$ cat config.mk
export PLATFORM = sky130hd
export DESIGN_NAME = regfile_sb
export DESIGN_NICKNAME = d
export VERILOG_FILES = /design/src/rtl/regfile_pkg.sv /design/src/rtl/regfile_sb_pc_unit.sv /design/src/rtl/regfile_sb.sv
export SDC_FILE = /design/constraint.sdc
export NUM_CORES = 1
export LEC_CHECK = 0
export ABC_CLOCK_PERIOD_IN_PS = 4900
export BUFFER_PORTS_ARGS = -buffer_cell sky130_fd_sc_hd__clkbuf_2
export CORE_AREA = 5 5 235 237
export DETAILED_ROUTE_END_ITERATION = 10
export DIE_AREA = 0 0 240 242
export PLACE_DENSITY = 0.78
export SLEW_MARGIN = 20
export SYNTH_ARGS = -nofsm -noshare
export SYNTH_HDL_FRONTEND = slang
export SYNTH_SLANG_ARGS = --single-unit
$ cat constraint.sdc
create_clock -name clk -period 4.9 [get_ports clk]
set_input_delay 0.245 -clock clk [delete_from_list [all_inputs] [get_ports clk]]
set_output_delay 0.245 -clock clk [all_outputs]
set_load 0.01 [all_outputs]
$ cat src/rtl/regfile_pkg.sv
// rtl/regfile_pkg.sv - shared defaults, PC increment and byte-merge helper for regfile_sb
package regfile_pkg;

  localparam int DEFAULT_DATA_W = 32;
  localparam int DEFAULT_ADDR_W = 4;
  localparam int PC_INC         = 4;
  // Widest DATA_W that byte_merge can serve; callers widen on entry and narrow on exit.
  localparam int MERGE_MAX_W    = 256;

  function automatic logic [MERGE_MAX_W-1:0] byte_merge(
    input logic [MERGE_MAX_W-1:0]   old_v,
    input logic [MERGE_MAX_W-1:0]   new_v,
    input logic [MERGE_MAX_W/8-1:0] be
  );
    logic [MERGE_MAX_W-1:0] res;
    res = old_v;
    for (int i = 0; i < MERGE_MAX_W/8; i++) begin
      if (be[i]) res[i*8 +: 8] = new_v[i*8 +: 8];
    end
    return res;
  endfunction

endpackage

$ cat src/rtl/regfile_sb_pc_unit.sv
// rtl/regfile_sb_pc_unit.sv - program counter register with branch / writeback / increment priority
module pc_unit
  import regfile_pkg::*;
#(
  parameter int DATA_W = DEFAULT_DATA_W
) (
  input  logic              clk,
  input  logic              rst_n,
  input  logic              stall,
  input  logic              br_en,
  input  logic [DATA_W-1:0] br_target,
  input  logic              pc_wr_en,
  input  logic [DATA_W-1:0] pc_wr_data,
  output logic [DATA_W-1:0] pc,
  output logic [DATA_W-1:0] pc_plus4
);

  logic [DATA_W-1:0] pc_q, pc_d;

  assign pc_plus4 = pc_q + DATA_W'(PC_INC);
  assign pc       = pc_q;

  always_comb begin
    pc_d = pc_q;
    if (br_en)         pc_d = br_target;
    else if (pc_wr_en) pc_d = pc_wr_data;
    else if (!stall)   pc_d = pc_plus4;
  end

  always_ff @(posedge clk or negedge rst_n) begin
    if (!rst_n) pc_q <= '0;
    else        pc_q <= pc_d;
  end

endmodule

$ cat src/rtl/regfile_sb.sv
// rtl/regfile_sb.sv - register file with PC, byte-enable writes, branch-and-link and busy scoreboard
// REGFILE_BYPASS_EN: when defined, same-cycle reads see the pending write/link data.
module regfile_sb
  import regfile_pkg::*;
#(
  parameter int DATA_W = DEFAULT_DATA_W,
  parameter int ADDR_W = DEFAULT_ADDR_W,
  parameter int NUM_RD = 2,
  parameter int PC_IDX = 2**ADDR_W-1,
  parameter int LR_IDX = 2**ADDR_W-2
) (
  input  logic                     clk,
  input  logic                     rst_n,
  input  logic [NUM_RD*ADDR_W-1:0] rd_addr,
  output logic [NUM_RD*DATA_W-1:0] rd_data,
  output logic [NUM_RD-1:0]        rd_busy,
  input  logic                     wr_en,
  input  logic [ADDR_W-1:0]        wr_addr,
  input  logic [DATA_W-1:0]        wr_data,
  input  logic [DATA_W/8-1:0]      wr_be,
  input  logic                     resv_en,
  input  logic [ADDR_W-1:0]        resv_addr,
  input  logic                     stall,
  input  logic                     br_en,
  input  logic [DATA_W-1:0]        br_target,
  input  logic                     br_link,
  output logic [DATA_W-1:0]        pc_out
);

  localparam int NREG = 2**ADDR_W;

  logic [DATA_W-1:0] regs_q    [NREG];
  logic [DATA_W-1:0] regs_d    [NREG];
  logic [NREG-1:0]   busy_q, busy_d;
  logic [DATA_W-1:0] rd_data_q [NUM_RD];
  logic [DATA_W-1:0] rd_data_d [NUM_RD];
  logic [NUM_RD-1:0] rd_busy_q, rd_busy_d;
  logic [DATA_W-1:0] pc, pc_plus4;
  logic              pc_wr, link_wr;

  assign pc_wr   = wr_en && (wr_addr == ADDR_W'(PC_IDX));
  assign link_wr = br_en && br_link;

  pc_unit #(.DATA_W(DATA_W)) u_pc (
    .clk        (clk),
    .rst_n      (rst_n),
    .stall      (stall),
    .br_en      (br_en),
    .br_target  (br_target),
    .pc_wr_en   (pc_wr),
    .pc_wr_data (wr_data),
    .pc         (pc),
    .pc_plus4   (pc_plus4)
  );

  // The PC_IDX slot is never written, so it stays zero and never busy.
  always_comb begin
    for (int i = 0; i < NREG; i++) begin
      regs_d[i] = regs_q[i];
      busy_d[i] = busy_q[i];
      if (i != PC_IDX) begin
        if (link_wr && i == LR_IDX)
          regs_d[i] = pc_plus4;
        else if (wr_en && wr_addr == ADDR_W'(i))
          regs_d[i] = DATA_W'(byte_merge(MERGE_MAX_W'(regs_q[i]), MERGE_MAX_W'(wr_data),
                                         (MERGE_MAX_W/8)'(wr_be)));
        if (wr_en && wr_addr == ADDR_W'(i))     busy_d[i] = 1'b0;
        if (resv_en && resv_addr == ADDR_W'(i)) busy_d[i] = 1'b1;
      end
    end
  end

  always_comb begin
    for (int k = 0; k < NUM_RD; k++) begin
      rd_data_d[k] = '0;
      rd_busy_d[k] = busy_d[rd_addr[k*ADDR_W +: ADDR_W]];
      if (rd_addr[k*ADDR_W +: ADDR_W] == ADDR_W'(PC_IDX))
        rd_data_d[k] = pc;
      else
`ifdef REGFILE_BYPASS_EN
        rd_data_d[k] = regs_d[rd_addr[k*ADDR_W +: ADDR_W]];
`else
        rd_data_d[k] = regs_q[rd_addr[k*ADDR_W +: ADDR_W]];
`endif
    end
  end

  always_ff @(posedge clk or negedge rst_n) begin
    if (!rst_n) begin
      for (int i = 0; i < NREG; i++) regs_q[i] <= '0;
      for (int k = 0; k < NUM_RD; k++) rd_data_q[k] <= '0;
      busy_q    <= '0;
      rd_busy_q <= '0;
    end else begin
      for (int i = 0; i < NREG; i++) regs_q[i] <= regs_d[i];
      for (int k = 0; k < NUM_RD; k++) rd_data_q[k] <= rd_data_d[k];
      busy_q    <= busy_d;
      rd_busy_q <= rd_busy_d;
    end
  end

  for (genvar k = 0; k < NUM_RD; k++) begin : g_rd_out
    assign rd_data[k*DATA_W +: DATA_W] = rd_data_q[k];
  end

  assign rd_busy = rd_busy_q;
  assign pc_out  = pc;

endmodule

* Word-level counts from Yosys, hierarchy flattened
Index checks and enable logic that the tools add are counted.
** Storage, ports and cells
- Bits in registers :: 593
- Bits in latches :: 0
- Memory bits (writable) :: 0
- Bits in read-only memories :: 0
- Input port bits :: 91
- Output and inout port bits :: 98
- Logic and storage cells :: 254
- Memories :: 0
** Cells by class
- $add $sub $neg :: 1
- Multiply operators :: 0
- Div/mod/pow operators :: 0
- Order comparisons :: 4
- Eq/ne operators :: 32
- Shifts and indexed selects :: 0
- Mux-type cells :: 51
- Bitwise operators :: 2
- Reduce and logical (&&, ||, !) cells :: 99
** Operator list (number)
- $mux W32 :: 11
- $bmux W32 S4 :: 2
- $reduce_and A2 Y1 :: 60
- $eq A4 B4 Y1 const B :: 17
- $add A32 B3 Y32 const B :: 1
- $eq A4 B3 Y1 const B :: 8
- $logic_and A1 B1 Y1 :: 32
- $mux W1 :: 32
- $mux W8 :: 4
- $eq A4 B2 Y1 const B :: 4
- $ge A5 B5 Y1 const B :: 2
- $lt A4 B5 Y1 const B :: 2
- $not A4 Y5 :: 2
- $reduce_bool A2 Y1 :: 5
- $bmux W1 S4 :: 2
- $eq A4 B1 Y1 const B :: 2
- $logic_not A4 Y1 :: 2
- $ne A3 B1 Y1 const B :: 1

* Depth between registers and ports, before layout
Gate-level depths: netlist of the first run.
- Word-level depth :: 6
- Mapped depth :: 9

* Hierarchy
Synthesis of the first run repeated with hierarchy kept, for this count alone.
** Unflattened totals
- Cell total of the unflattened synthesis :: 2264
- Area, all modules :: 31345.1 µm²
** Modules (own cells, without submodules)
- regfile_sb :: times used 1, cells each 1941, area each 28750.1 µm², sequential area each 14038.5 µm²
- pc_unit :: times used 1, cells each 323, area each 2595.0 µm², sequential area each 800.8 µm²

* Worst setup path before layout of the first run
OpenSTA, ideal clock, no wires.
- Kind :: input -> register
- Start :: in rd_addr[5]
- End :: reg rd_data_q, in the netlist rd_data[41]
- Setup time :: 118 ps
- Data arrival time :: 1955 ps
- Required time :: 4782 ps
- Slack :: 2826 ps
- Stages on the path :: 6
- Cells stage by stage :: clkbuf_1 clkbuf_1 clkbuf_1 mux4_2 mux4_2 a21o_1
** RTL lines
- start, declared :: RTL line regfile_sb.sv:14 : input logic [NUM_RD*ADDR_W-1:0] rd_addr,
- end, declared :: RTL line regfile_sb.sv:35 : logic [DATA_W-1:0] rd_data_q [NUM_RD];

* Worst setup path after layout of the first run
- Start :: reg u_pc.pc_q[2], in the netlist u_pc.pc[2]
- End :: reg u_pc.pc_q[30], in the netlist u_pc.pc[30]
** On the way
- Word-level cells in the longest chain between the ends :: 4
** Ends and longest elaborated chain
- start, declared :: RTL line regfile_sb_pc_unit.sv:18 : logic [DATA_W-1:0] pc_q, pc_d;
- start signal, assigned :: RTL line regfile_sb_pc_unit.sv:32 : else pc_q <= pc_d;
- $add A32 B3 Y32 :: RTL line regfile_sb_pc_unit.sv:20 : assign pc_plus4 = pc_q + DATA_W'(PC_INC);
- $mux W32 :: RTL line regfile_sb_pc_unit.sv:27 : else if (!stall) pc_d = pc_plus4;
- $mux W32 :: RTL line regfile_sb_pc_unit.sv:26 : else if (pc_wr_en) pc_d = pc_wr_data;
- $mux W32 :: RTL line regfile_sb_pc_unit.sv:25 : if (br_en) pc_d = br_target;
Every way passes these cells. The select of a mux whose other input is x is not followed.
A chain may end at the register's enable or synchronous reset.

==> impl_metrics.yaml, run 1 <==
global_routing:
  grt_max_degree: 125
  antenna_found_initial: 9
  grt_pass1_wl_mm: 143
  overflow: 0
  track_usage: 0.324
  grt_pass1_vias: 22900
clocking:
  clock-sinks: 593
  clock_tree.root_cell: "clkbuf_16"
  path_clk_slew_ns: 0.06
  clock_path_buffers: 3
  numCtsBuffers: 66
  post_cts_buffers: 0
  cts_tree: "done"
  clock_latency_ns: 0.63
  cts-htree-levels: 3
pwr:
  p_sw_mw: 4.08
  sw_frac_of_total: 0.281
  p_leak_nw: 15.6
  p_seq_frac: 0.457
  combPwrFrac: 0.206
  power_density_nw_per_um2: 414
  ir_worst_vdd_mv: 0.291
  finalPower_mw: 14.5
  p_clk_frac: 0.337
  p_int_mw: 10.4
placement:
  placed_area_sq_um: 32700
  dp.cells: 2997
  preCtsSetupSlack_ns: 1.97
  dpl.hpwl_mm: 58.3
  port_buffers: 188
  finalWeightedCongestion: 0.859
synthesis:
  ys_seq_area_frac: 0.475
  synth_top_cell_by_area: "dfrtp_1"
  yosys.cell_count.top_type: "dfrtp_1"
  yosys.area.top_type_share: 0.475
  ys_async_sr_fraction: 1.00
  avgSynthCellArea_sq_um: 13.9
  syn_nets: 2346
  synth_common_cells: "dfrtp_1 (593), mux2_2 (463), mux4_2 (260)"
  synth.area.top_cells: "dfrtp_1 (47%), mux4_2 (19%), mux2_2 (17%)"
  synthCells: 2254
  yosysUniqueCellTypes: 64
  yosysWarnings: 0
  ys.flop_type: "dfrtp_1"
  netlist_area_sq_um: 31300
  synth_edf_count: 0
  ys_ff_latch: 593
timing:
  hold_viol_final: 0
  grt_setup_unrepaired: "false"
  skew_ns: 0.0328
  setup_tns_ns: 0
  fin_ws_ns: 2.10
  max_freq_mhz: 357
  drv_slew: 0
  fin_hold_ws_ns: 0.0274
  min_period_ns: 2.80
  fin_crit_sh: 0.572
  setup_violations: 0
  worst_slew_pin_slew_ns: 1.14
  timing.slew.headroom: 0.236
worst_setup_path:
  cp_data_arrival_time_ns: 3.28
  worstPathRequired_ns: 5.38
  critPathLaunchType: "flip-flop"
  critPathCaptureType: "flip-flop"
  critPathMaxFanout: 10
  criticalPathCategory: "flip-flop to flip-flop"
status:
  status: "finished clean"
finish:
  post_route_cells_drive_above_1_share: 0.435
  postLayoutCellArea_sq_um: 35000
  layout.nets: 2482
  fin_util: 0.660
  area_growth_syn_to_layout_pct: 12.1
  fin_cells: 3142
die:
  ios: 189
  die_h_um: 242
  rows: 85
  dieArea_sq_um: 58100
  die_w_um: 240
  core_sq_um: 53100
  initial_core_util: 0.589
min_path:
  min_path_type: "primary input to flip-flop"
routing:
  first_pass_iters: 5
  wl_mm: 93.8
  vias: 21900
  routed_via_density: 6.97
  ant_nets: 0
  drc: 0
  drtIter0Drc: 2568
  wl_per_cell_um: 29.8
job:
  cap_violations: 0
==> kinds of logic (layout without fill, tap and decap cells) <==
group           Yosys count  count (layout)  share of synthesized area
simple gates            321             321                     0.0478
flops                   593             593                      0.475
mux                     810             810                      0.382
compound gates          307             307                     0.0598
xor+xnor                 38              38                     0.0106
other cells               0               9                          0
buf+inv                 184             367                     0.0243
fa+ha+maj                 1               1                   0.000400
==> flip-flops by register name, indices dropped and copies added (netlist names) <==
register  flops
busy_q       15
rd_busy       2
u_pc.pc      32
rd_data      64
regs_q      480
==> power groups by stage <==
stage | sequential (mW) | combinational (mW) | clock (mW)
6_report | 6.64 | 2.98 | 4.89
5_1_grt | 6.73 | 3.21 | 5.16
4_1_cts | 6.60 | 2.99 | 4.94
3_5_place_dp | 6.67 | 2.95 | 0
3_3_place_gp | 6.57 | 2.83 | 0
2_1_floorplan | 6.45 | 2.13 | 0
==> final timing paths <==
check	slack (ns)	endpoint	cells past startpoint	from
max in group asynchronous	3.19	rd_data[42]	3	rst_n
worst min register to register	0.51	busy_q[12]	2	busy_q[12]
worst max-delay path	2.10	u_pc.pc[30]	6	u_pc.pc[2]
worst min-delay path	0.03	u_pc.pc[24]	4	br_target[24]
worst max register to register	2.10	u_pc.pc[30]	6	u_pc.pc[2]
min in group asynchronous	0.29	rd_data[30]	2	rst_n
==> area by class of cell <==
class,count,area [sq um]
Antenna cell,9,22.5
Clock buffer,95,1910
Clock inverter,20,193
Fill cell,3738,18000
Inverter,12,45.0
Multi-Input combinational cell,1477,15700
Sequential cell,593,14800
Tap cell,696,871
Timing Repair Buffer,240,1470
==> layer usage <==
layer	vias to the layer above	track usage	share of wire
met3	308	0.0871	0.10
met2	1278	0.499	0.48
met5	-	0	0.00037
met4	6	0.147	0.049
met1	11400	0.438	0.37
li1	8857	-	-
==> cells in the final DEF, fill, tap and decap left out, drive strengths merged, types with 28 or more instances in the layout <==
master	count
dfrtp	593
o21ai	132
o21a	42
nor2	81
nand2	146
clkbuf	276
mux2	465
mux4	260
a21oi	57
xor2	28
buf	38
mux2i	85
==> critical path, stage by stage, from the launching register on <==
cell     delay (ns)
dfrtp_1        0.68
ha_1           0.47
nand4_4        0.31
nor4_1         0.73
o21ai_0        0.24
nand2_1        0.14
o21ai_0        0.08
==> what timing repair did <==
action / 4_1_cts / 5_1_grt
hold buffers: 20 / 1
endpoints found under the setup margin: 0 / 0
endpoints found under the hold margin: 119 / 1
resized for setup: 0 / 0
Note: power is estimated with default switching activity, not from simulation.
==> run 2: changes to the inputs <==
Settings changed: ABC_CLOCK_PERIOD_IN_PS 4900 to 2680.
Clock period 4.9 ns to 2.68 ns, I/O delays scaled along.
==> run 2 against run 1 <==
  * Die area unchanged
  * First-iteration DRC count is 3.2% lower
  * Sequential power grew 81%
  * Register-to-register slack worse by 1.8 ns
  * Design area is 2.8% higher
  * Largest power group unchanged
==> impl_metrics.yaml, run 2 (same netlist as run 1, synthesis figures left out) <==
pwr:
  p_sw_mw: 7.41
  p_clk_frac: 0.348
  finalPower_mw: 27.3
  ir_worst_vdd_mv: 0.533
  p_leak_nw: 16.1
  sw_frac_of_total: 0.272
  p_int_mw: 19.8
  power_density_nw_per_um2: 757
  combPwrFrac: 0.211
  p_seq_frac: 0.441
die:
  die_h_um: 242
  dieArea_sq_um: 58100
  initial_core_util: 0.589
  core_sq_um: 53100
  ios: 189
  rows: 85
  die_w_um: 240
routing:
  dr_wl_met2_mm: 44.2
  wl_met1_mm: 34.9
  vias: 22100
  wl_per_cell_um: 29.3
  drtIter0Drc: 2486
  top_layer: "met5"
  drc: 0
  ant_nets: 0
  wl_mm: 94.2
  routed_via_density: 6.89
  first_pass_iters: 9
  met3_length_mm: 10.1
timing:
  setup_tns_ns: 0
  fin_hold_ws_ns: 0.0280
  fin_ws_ns: 0.292
  timing.slew.headroom: 0.419
  fin_crit_sh: 0.891
  drv_slew: 0
  worst_slew_pin_slew_ns: 0.869
  min_period_ns: 2.39
  hold_viol_final: 0
  max_freq_mhz: 419
  setup_violations: 0
  skew_ns: 0.0216
  grt_setup_unrepaired: "false"
global_routing:
  grt_max_degree: 79
  grt_pass1_wl_mm: 143
  track_usage: 0.325
  grt_pass1_vias: 23200
  antenna_found_initial: 11
  overflow: 0
worst_setup_path:
  critPathCaptureType: "flip-flop"
  critPathLaunchType: "flip-flop"
  worstPathRequired_ns: 3.21
  path_cells: "nand4_1, or3_4, nor3_4, nand3_1, o31ai_1, a22o_1"
  cp_data_arrival_time_ns: 2.92
  rrSetupSlack_ns: 0.29
  critPathMaxFanout: 9
  reg2reg_depth: 6
  max_stage_delay_ns: 0.57
  crit_slowest_cell: "dfrtp_1"
  regToRegEndpoint: "u_pc.pc[27]"
  criticalPathCategory: "flip-flop to flip-flop"
  r2r_start: "u_pc.pc[11]"
finish:
  fillers: 3604
  area_growth_syn_to_layout_pct: 15.3
  largest_reg_flops: 480
  seqCellArea_sq_um: 14800
  regMostFlops: "regs_q"
  multiInputGateArea_sq_um: 15700
  postLayoutCellArea_sq_um: 36000
  layout_common_cells: "dfrtp_1 (593), mux2_2 (463), mux4_2 (260)"
  final_common_cell: "dfrtp_1"
  fin_cells: 3211
  layout.nets: 2555
  fin_util: 0.679
  post_route_cells_drive_above_1_share: 0.447
min_path:
  min_to: "u_pc.pc[24]"
  min_path_type: "primary input to flip-flop"
  whs_path_depth: 4
  min_from: "br_target[24]"
clocking:
  cts-htree-levels: 3
  clock-sinks: 593
  numCtsBuffers: 66
  clock_path_buffers: 3
  cts_tree: "done"
  clock_tree.root_cell: "clkbuf_16"
  post_cts_buffers: 0
  clock_latency_ns: 0.60
  path_clk_slew_ns: 0.06
job:
  cap_violations: 0
placement:
  placed_area_sq_um: 33400
  port_buffers: 188
  preCtsSetupSlack_ns: 0.396
  dp.cells: 3058
  finalWeightedCongestion: 0.938
  dpl.hpwl_mm: 61.6
status:
  status: "finished clean"
[run 2: cell types whose count changed in the layout (fill, tap and decap cells not counted), sizes merged]
cell	change
buf	+61
dlygate4sd3	+12
clkbuf	+10
diode	-6
inv	-5
clkinv	-4
bufinv	+3
clkinvlp	-2
[run 2: layout make-up]
| type | instances | share of cell area |
|---|---|---|
| multi-input combinational | 1477 | 0.435 |
| sequential | 593 | 0.412 |
| timing repair buffer | 313 | 0.0642 |
| clock buffer | 105 | 0.0581 |
| tap | 696 | 0.0242 |
| clock inverter | 12 | 0.00524 |
| inverter | 12 | 0.00125 |
| antenna | 3 | 0.000208 |
[run 2: metal layers]
metal / up-vias / track usage
li1: 8985 / -
met1: 11500 / 0.441
met2: 1287 / 0.496
met3: 303 / 0.0894
met4: 16 / 0.148
met5: - / 0
[run 2: what timing repair did]
item                                    4_1_cts  5_1_grt
hold endpoints to repair                    106        0
hold buffers                                 33        0
resized for setup                             0        0
endpoints found under the setup margin        0        0
[run 2: how the worst max path moves through the flow]
| stage | start | endpoint | cells after the start | slack, ns |
|---|---|---|---|---|
| 6_report | u_pc.pc[11] | u_pc.pc[27] | 6 | 0.29 |
| 5_1_grt | u_pc.pc[11] | u_pc.pc[31] | 6 | 0.22 |
| 4_1_cts | u_pc.pc[11] | u_pc.pc[27] | 6 | 0.40 |
| 3_5_place_dp | wr_en | regs_q[119] | 5 | 0.40 |
| 3_3_place_gp | u_pc.pc[10] | u_pc.pc[27] | 6 | 0.46 |
| 2_1_floorplan | u_pc.pc[8] | u_pc.pc[27] | 7 | 0.71 |
[run 2: critical path, delay by kind of cell, from the launching register on]
kind               cells  cell delay [ns]
AOI/OAI and AO/OA      2             0.46
and+or+nand+nor        4             1.29
DFF                    1             0.57
[run 2: power by group through the flow]
stage | Combinational [mW] | Sequential, mW | Clock, mW
5_1_grt | 6.17 | 12.2 | 9.96
3_3_place_gp | 5.46 | 11.9 | 0
2_1_floorplan | 3.89 | 11.8 | 0
3_5_place_dp | 5.65 | 12.1 | 0
4_1_cts | 5.75 | 12.0 | 9.56
6_report | 5.75 | 12.0 | 9.49
